===== src/rtl/m2_pkg.sv =====
// Shared definitions for the Milestone-2 datapath blocks:
// writer FSM states, plane encodings and sample/pixel widths.
package m2_pkg;

    typedef enum logic [2:0] {
        IDLE = 3'd0,
        LI0  = 3'd1,
        LI1  = 3'd2,
        CC   = 3'd3,
        LO   = 3'd4,
        DONE = 3'd5
    } M2_WS_state_type;

    localparam logic [1:0] PLANE_Y = 2'd0;
    localparam logic [1:0] PLANE_U = 2'd1;
    localparam logic [1:0] PLANE_V = 2'd2;

    localparam int S_WIDTH   = 32;
    localparam int PIX_WIDTH = 8;

endpackage


===== src/rtl/m2_clip8.sv =====
// Saturates one signed S value to an unsigned 8-bit pixel.
// Purely combinational; instantiated once per RAM read port.
module m2_clip8 import m2_pkg::*; (
    input  logic signed [S_WIDTH-1:0]   s_val,
    output logic        [PIX_WIDTH-1:0] pix
);

    function automatic logic [PIX_WIDTH-1:0] sat_u8(input logic signed [S_WIDTH-1:0] v);
        logic [PIX_WIDTH-1:0] r;
        if (v < 32'sd0)
            r = '0;
        else if (v > 32'sd255)
            r = '1;
        else
            r = v[PIX_WIDTH-1:0];
        return r;
    endfunction

    assign pix = sat_u8(s_val);

endmodule


===== src/rtl/m2_ws_writer.sv =====
// Drains one 8x8 block of signed S values from the Cs RAM, clips each to
// 8 bits, packs horizontal pixel pairs into 16-bit words and writes the
// 32 words to the block's location in the Y, U or V plane of SRAM.
// Optional build macro M2_WS_CHECKSUM_EN adds a running 16-bit sum of
// the written words on output ws_checksum.
module m2_ws_writer import m2_pkg::*; #(
    parameter int          Y_WIDTH_WORDS  = 160,
    parameter int          UV_WIDTH_WORDS = 80,
    parameter logic [17:0] Y_BASE         = 18'd0,
    parameter logic [17:0] U_BASE         = 18'd38400,
    parameter logic [17:0] V_BASE         = 18'd57600
) (
    input  logic                      Clock,
    input  logic                      resetn,
    input  logic                      M2_WS_start,
    input  logic [4:0]                block_row,
    input  logic [5:0]                block_col,
    input  logic [1:0]                plane_sel,
    output logic [5:0]                ram_addr_a,
    output logic [5:0]                ram_addr_b,
    input  logic signed [S_WIDTH-1:0] ram_q_a,
    input  logic signed [S_WIDTH-1:0] ram_q_b,
    output logic [17:0]               SRAM_address,
    output logic [15:0]               SRAM_write_data,
    output logic                      SRAM_we_n,
    output logic                      M2_WS_done
`ifdef M2_WS_CHECKSUM_EN
    ,
    output logic [15:0]               ws_checksum
`endif
);

    localparam logic [17:0] Y_W  = 18'(Y_WIDTH_WORDS);
    localparam logic [17:0] UV_W = 18'(UV_WIDTH_WORDS);

    M2_WS_state_type state;

    logic [4:0]  row_q;
    logic [5:0]  col_q;
    logic [1:0]  plane_q;

    // Bit 5 marks that all 32 word addresses have been issued.
    logic [5:0]  fetch_k;
    logic        fetch_en;
    logic        vld_p0;
    logic        vld_p1;
    logic [4:0]  wr_cnt;

    logic signed [S_WIDTH-1:0] q_a_p1;
    logic signed [S_WIDTH-1:0] q_b_p1;
    logic [PIX_WIDTH-1:0]      pix_a_p1;
    logic [PIX_WIDTH-1:0]      pix_b_p1;

    logic [17:0] wr_addr;
    logic [17:0] w_words;
    logic [17:0] base_addr;
    logic [17:0] start_addr;
    logic [17:0] row_step;

    // Plane geometry and first SRAM address of the latched block.
    always_comb begin
        w_words   = (plane_q == PLANE_Y) ? Y_W : UV_W;
        case (plane_q)
            PLANE_Y: base_addr = Y_BASE;
            PLANE_U: base_addr = U_BASE;
            default: base_addr = V_BASE;
        endcase
        start_addr = base_addr
                   + (({13'd0, row_q} << 3) * w_words)
                   + ({12'd0, col_q} << 2);
        row_step   = w_words - 18'd3;
        fetch_en   = ((state == LI0) || (state == LI1) || (state == CC)) && !fetch_k[5];
    end

    m2_clip8 u_clip_a (.s_val(q_a_p1), .pix(pix_a_p1));
    m2_clip8 u_clip_b (.s_val(q_b_p1), .pix(pix_b_p1));

    // Control path: FSM, fetch/write counters, valids and registered outputs.
    always_ff @(posedge Clock or negedge resetn) begin
        if (!resetn) begin
            state           <= IDLE;
            fetch_k         <= '0;
            wr_cnt          <= '0;
            vld_p0          <= 1'b0;
            vld_p1          <= 1'b0;
            ram_addr_a      <= 6'd0;
            ram_addr_b      <= 6'd1;
            SRAM_address    <= '0;
            SRAM_write_data <= '0;
            SRAM_we_n       <= 1'b1;
            M2_WS_done      <= 1'b0;
`ifdef M2_WS_CHECKSUM_EN
            ws_checksum     <= '0;
`endif
        end else begin
            M2_WS_done <= 1'b0;

            // Stage p0: issue the even/odd addresses of word fetch_k.
            vld_p0 <= fetch_en;
            if (fetch_en) begin
                ram_addr_a <= {fetch_k[4:0], 1'b0};
                ram_addr_b <= {fetch_k[4:0], 1'b1};
                fetch_k    <= fetch_k + 6'd1;
            end

            // Stage p1: RAM data captured (see data path); p2: SRAM write.
            vld_p1    <= vld_p0;
            SRAM_we_n <= !vld_p1;
            if (vld_p1) begin
                SRAM_address    <= wr_addr;
                SRAM_write_data <= {pix_a_p1, pix_b_p1};
                wr_cnt          <= wr_cnt + 5'd1;
            end

`ifdef M2_WS_CHECKSUM_EN
            if ((state == IDLE) && M2_WS_start)
                ws_checksum <= '0;
            else if (vld_p1)
                ws_checksum <= ws_checksum + {pix_a_p1, pix_b_p1};
`endif

            case (state)
                IDLE: begin
                    if (M2_WS_start) begin
                        state   <= LI0;
                        fetch_k <= '0;
                        wr_cnt  <= '0;
                    end
                end
                LI0:  state <= LI1;
                LI1:  state <= CC;
                CC: begin
                    if (vld_p1 && (wr_cnt == 5'd31))
                        state <= LO;
                end
                LO: begin
                    M2_WS_done <= 1'b1;
                    state      <= DONE;
                end
                DONE:    state <= IDLE;
                default: state <= IDLE;
            endcase
        end
    end

    // Data path: block latch, RAM capture and incremental SRAM address.
    always_ff @(posedge Clock) begin
        if ((state == IDLE) && M2_WS_start) begin
            row_q   <= block_row;
            col_q   <= block_col;
            plane_q <= plane_sel;
        end

        if (vld_p0) begin
            q_a_p1 <= ram_q_a;
            q_b_p1 <= ram_q_b;
        end

        if (state == LI0)
            wr_addr <= start_addr;
        else if (vld_p1)
            wr_addr <= wr_addr + ((wr_cnt[1:0] == 2'd3) ? row_step : 18'd1);
    end

endmodule

===== config.mk =====
export PLATFORM = sky130hd
export DESIGN_NAME = m2_ws_writer
export DESIGN_NICKNAME = d
export VERILOG_FILES = /design/src/rtl/m2_pkg.sv /design/src/rtl/m2_clip8.sv /design/src/rtl/m2_ws_writer.sv
export SDC_FILE = /design/constraint.sdc
export NUM_CORES = 1
export LEC_CHECK = 0
export BUFFER_PORTS_ARGS = -buffer_cell sky130_fd_sc_hd__buf_2
export CAP_MARGIN = 20
export CORE_UTILIZATION = 49
export CTS_BUF_LIST = sky130_fd_sc_hd__clkbuf_2 sky130_fd_sc_hd__clkbuf_4 sky130_fd_sc_hd__clkbuf_8
export CTS_CLUSTER_SIZE = 40
export DETAILED_ROUTE_END_ITERATION = 8
export PLACE_DENSITY = 0.87
export SYNTH_ARGS = -nofsm -noshare
export SYNTH_HDL_FRONTEND = slang
export SYNTH_SLANG_ARGS = --single-unit
export TNS_END_PERCENT = 50

===== constraint.sdc =====
create_clock -name Clock -period 4.1 [get_ports Clock]
set_input_delay 0.82 -clock Clock [delete_from_list [all_inputs] [get_ports Clock]]
set_output_delay 0.82 -clock Clock [all_outputs]
set_load 0.03 [all_outputs]

==> results.toml <==
[outcome]
status = "finished, violations left"
failed_checks = "negative setup slack"

[sta]
skew_ns = 0.00917
fin_ws_ns = -0.0333
fmax_ghz = 0.242
slew_viol_final = 0
tns_ns = -0.0640
slew_headroom_pct = 44.9
whs_ns = 0.398
hold_violations = 0
min_period_ns = 4.13
post-route-period-util_pct = 101
worst_pin_slew_ns = 0.825
setup_viol = 3
rsz0062_at_grt = "yes"

[setup_path]
cp-end-kind = "flip-flop"
slowest_delay_ns = 0.51
worstRegToRegCells = 19
critical_path_class = "reg -> reg"
crit_start = "plane_q[1]"
cpMostUsedCell = "inv_2"
arrival_ns = 4.33
path_max_fanout = 4
worst_path_dominant_cell_family = "adder cells"
crit_buf_inv = 5
required_ns = 4.30
cpMaxStageDelayCell = "fa_1"
r2r_end = "wr_addr[15]"
r2r_slack_ns = -0.03
path_cells = "nor2_4, mux2i_2, inv_1, ha_1, inv_2, fa_1, inv_2, ha_4, ha_4, buf_4, a21oi_2, o21ai_0, a21oi_1, xnor2_1, ha_1, inv_2, o31ai_2, xnor2_1, mux2i_1"
r2r-start = "plane_q[1]"
start_kind = "flip-flop"

[yosys]
yosys.area_share.adder_pct = 7.17
synth_area_mm2 = 0.00681
yosysTopAreaCell = "edfxtp_1"
netlist_top_cells_area = "edfxtp_1 (42%), dfrtp_1 (21%), ha_1 (5.7%)"
async_reset_ff_share_pct = 37.5
synth_xor_xnor_area_share_pct = 3.99
synthTopCellsByCount = "edfxtp_1 (95), dfrtp_1 (56), inv_1 (37)"
synth_top_area_share_pct = 41.9
ys_warn_count = 0
synth_area_per_cell_um2 = 13.3
synth-seq-area-share_pct = 62.9
synth.most_common_cell = "edfxtp_1"
synth_top_family_by_area = "simple AND/OR/NAND/NOR gates"
synth_edf_count = 95
synth-seq-cells = 152
synth-simple-area-share_pct = 8.49
synth_compound_area_share_pct = 8.43
muxShareOfSynthArea_pct = 5.13
netlist_instances = 511
synth_cell_type_count = 51
ys.flop_type = "edfxtp_1"

[routing]
wirelength_um = 13300
wl_met2_um = 6920
viasPerCell = 5.31
detail-route-antenna-nets = 0
top_layer = "met4"
wl_per_cell_um = 15.7
route.detailed.drc = 0
drtIter0Drc = 204
dr_wl_met3_um = 784
wl_met1_um = 5230
first_pass_iters = 4
vias = 4495

[global_routing]
grt_pass1_wl_um = 21700
overflow = 0
first_global_vias = 4606
antenna_found_initial = 0
grt_max_degree = 57
grt_usage_pct = 20.0

[final_layout]
fillers = 1013
fin_area_mm2 = 0.00824
seq_area_mm2 = 0.00428
multi_input_area_mm2 = 0.00238
drive_above_1_share_pct = 34.5
nNetsFinal = 773
area_growth_pct = 21.0
diodes = 0

[die]
start_util_pct = 50.8
rows = 42
ios = 128
core-area_mm2 = 0.0134
fp.dieW_um = 120
dieArea_mm2 = 0.0144
die_y_um = 120

[placement]
place_hpwl_um = 9540
gp_congestion = 0.879
io_buffers = 125
placedInstanceArea_mm2 = 0.00772

[cts]
cts_tree = "done"
clockBufferDepth = 2
numCtsBuffers = 17
postCtsHoldBufs = 0
h-tree-depth = 4
cts-root-buf = "clkbuf_8"
cts.sinks = 152
clock_latency_ns = 0.45
clk_pin_slew_ns = 0.09

[power_and_ir_drop]
ir_worst_vdd_mv = 0.408
power_density_mw_per_mm2 = 731
p_leak_uw = 0.00349

[hold_path]
hold_class = "reg -> reg"
min_to = "SRAM_we_n"
hold_path.startpoint = "vld_p1"
hold_path_depth = 1

[run]
maxCapViolCount = 0
## layer usage
metal  up-vias  track usage [%]
li1       2140                -
met1      2164             22.2
met2       163             34.8
met3        28             6.37
met4         0             9.22
met5         -                0
## registers in the layout, indices dropped and copies added, names as in the netlist, 2 cells and up
| name | count |
|---|---|
| state | 3 |
| q_a_p1 | 32 |
| wr_addr | 18 |
| SRAM_write_data | 16 |
| wr_cnt | 5 |
| SRAM_address | 18 |
| q_b_p1 | 32 |
| col_q | 6 |
| ram_addr_b | 5 |
| row_q | 5 |
| fetch_k | 6 |
| plane_q | 2 |
## cells by family (layout without fill, tap and decap cells)
group / count (synthesis) / after routing
buffers and inverters: 61 / 216
adder cells (fa/ha/maj): 36 / 36
flip-flops: 152 / 152
other: 2 / 6
XOR/XNOR: 31 / 31
AND/OR/NAND/NOR: 110 / 110
AO/OA/AOI/OAI: 87 / 87
multiplexers: 32 / 32
## final cells by class
class                      count  area share [%]
sequential                   152            52.0
clock buffer                  19            3.02
clock inverter                13            2.08
multi-input combinational    302            28.9
inverter                      37            1.69
tap                          176            2.67
timing repair buffer         147            9.64
## power breakdown
part / leakage (uW) / total (uW) / internal, uW / switching, uW
logic: 0.00170 / 2090 / 785 / 1310
registers: 0.00158 / 2750 / 2360 / 386
clock network: 0.000210 / 1190 / 623 / 563
## worst max path at each step
stage                  end  slack [ns]  depth (start not counted)
3_3_place_gp   wr_addr[16]        0.07                         17
2_1_floorplan  wr_addr[16]        0.19                         18
4_1_cts        wr_addr[16]       -0.02                         19
5_1_grt        wr_addr[15]       -0.21                         19
3_5_place_dp   wr_addr[14]       -0.18                         17
6_report       wr_addr[15]       -0.03                         19
## stage by stage
step,setup WS [ns],total power [uW],util [%],instances
2_1_floorplan,0.194,4260,-,515
3_3_place_gp,0.0727,4750,57.6,807
3_5_place_dp,-0.180,4870,57.6,807
4_1_cts,-0.0166,6060,61.2,843
5_1_grt,-0.212,6380,61.5,846
6_report,-0.0333,6030,61.5,846
## layout by cell type (no fill, tap or decap), drive strengths merged, types with 2 or more instances in the layout
master	Yosys	layout
buf	10	147
edfxtp	95	95
dfrtp	56	56
inv	37	40
ha	31	31
o21ai	30	30
nand2	27	27
mux2	23	23
nor2	21	21
o211ai	19	19
clkbuf	14	19
xnor2	16	16
xor2	15	15
a21oi	12	12
nor4	10	10
mux2i	9	9
and3	8	8
and2	7	7
nand4	7	7
nand3	6	6
conb	2	6
nor2b	6	6
clkinv	0	6
a211oi	5	5
a21o	5	5
fa	5	5
nor3	4	4
nand2b	4	4
o22ai	4	4
o21bai	3	3
and4	3	3
bufinv	0	3
a31oi	2	2
## repair_timing
| item | CTS | global route |
|---|---|---|
| setup endpoints to repair | 3 | 4 |
| buffers inserted | 4 | 3 |
| hold endpoints to repair | 0 | 0 |
| resized for setup | 6 | 7 |
| gates cloned | 0 | 0 |
| pin swaps | 6 | 7 |
No activity file was read; power rests on OpenSTA's default activity.
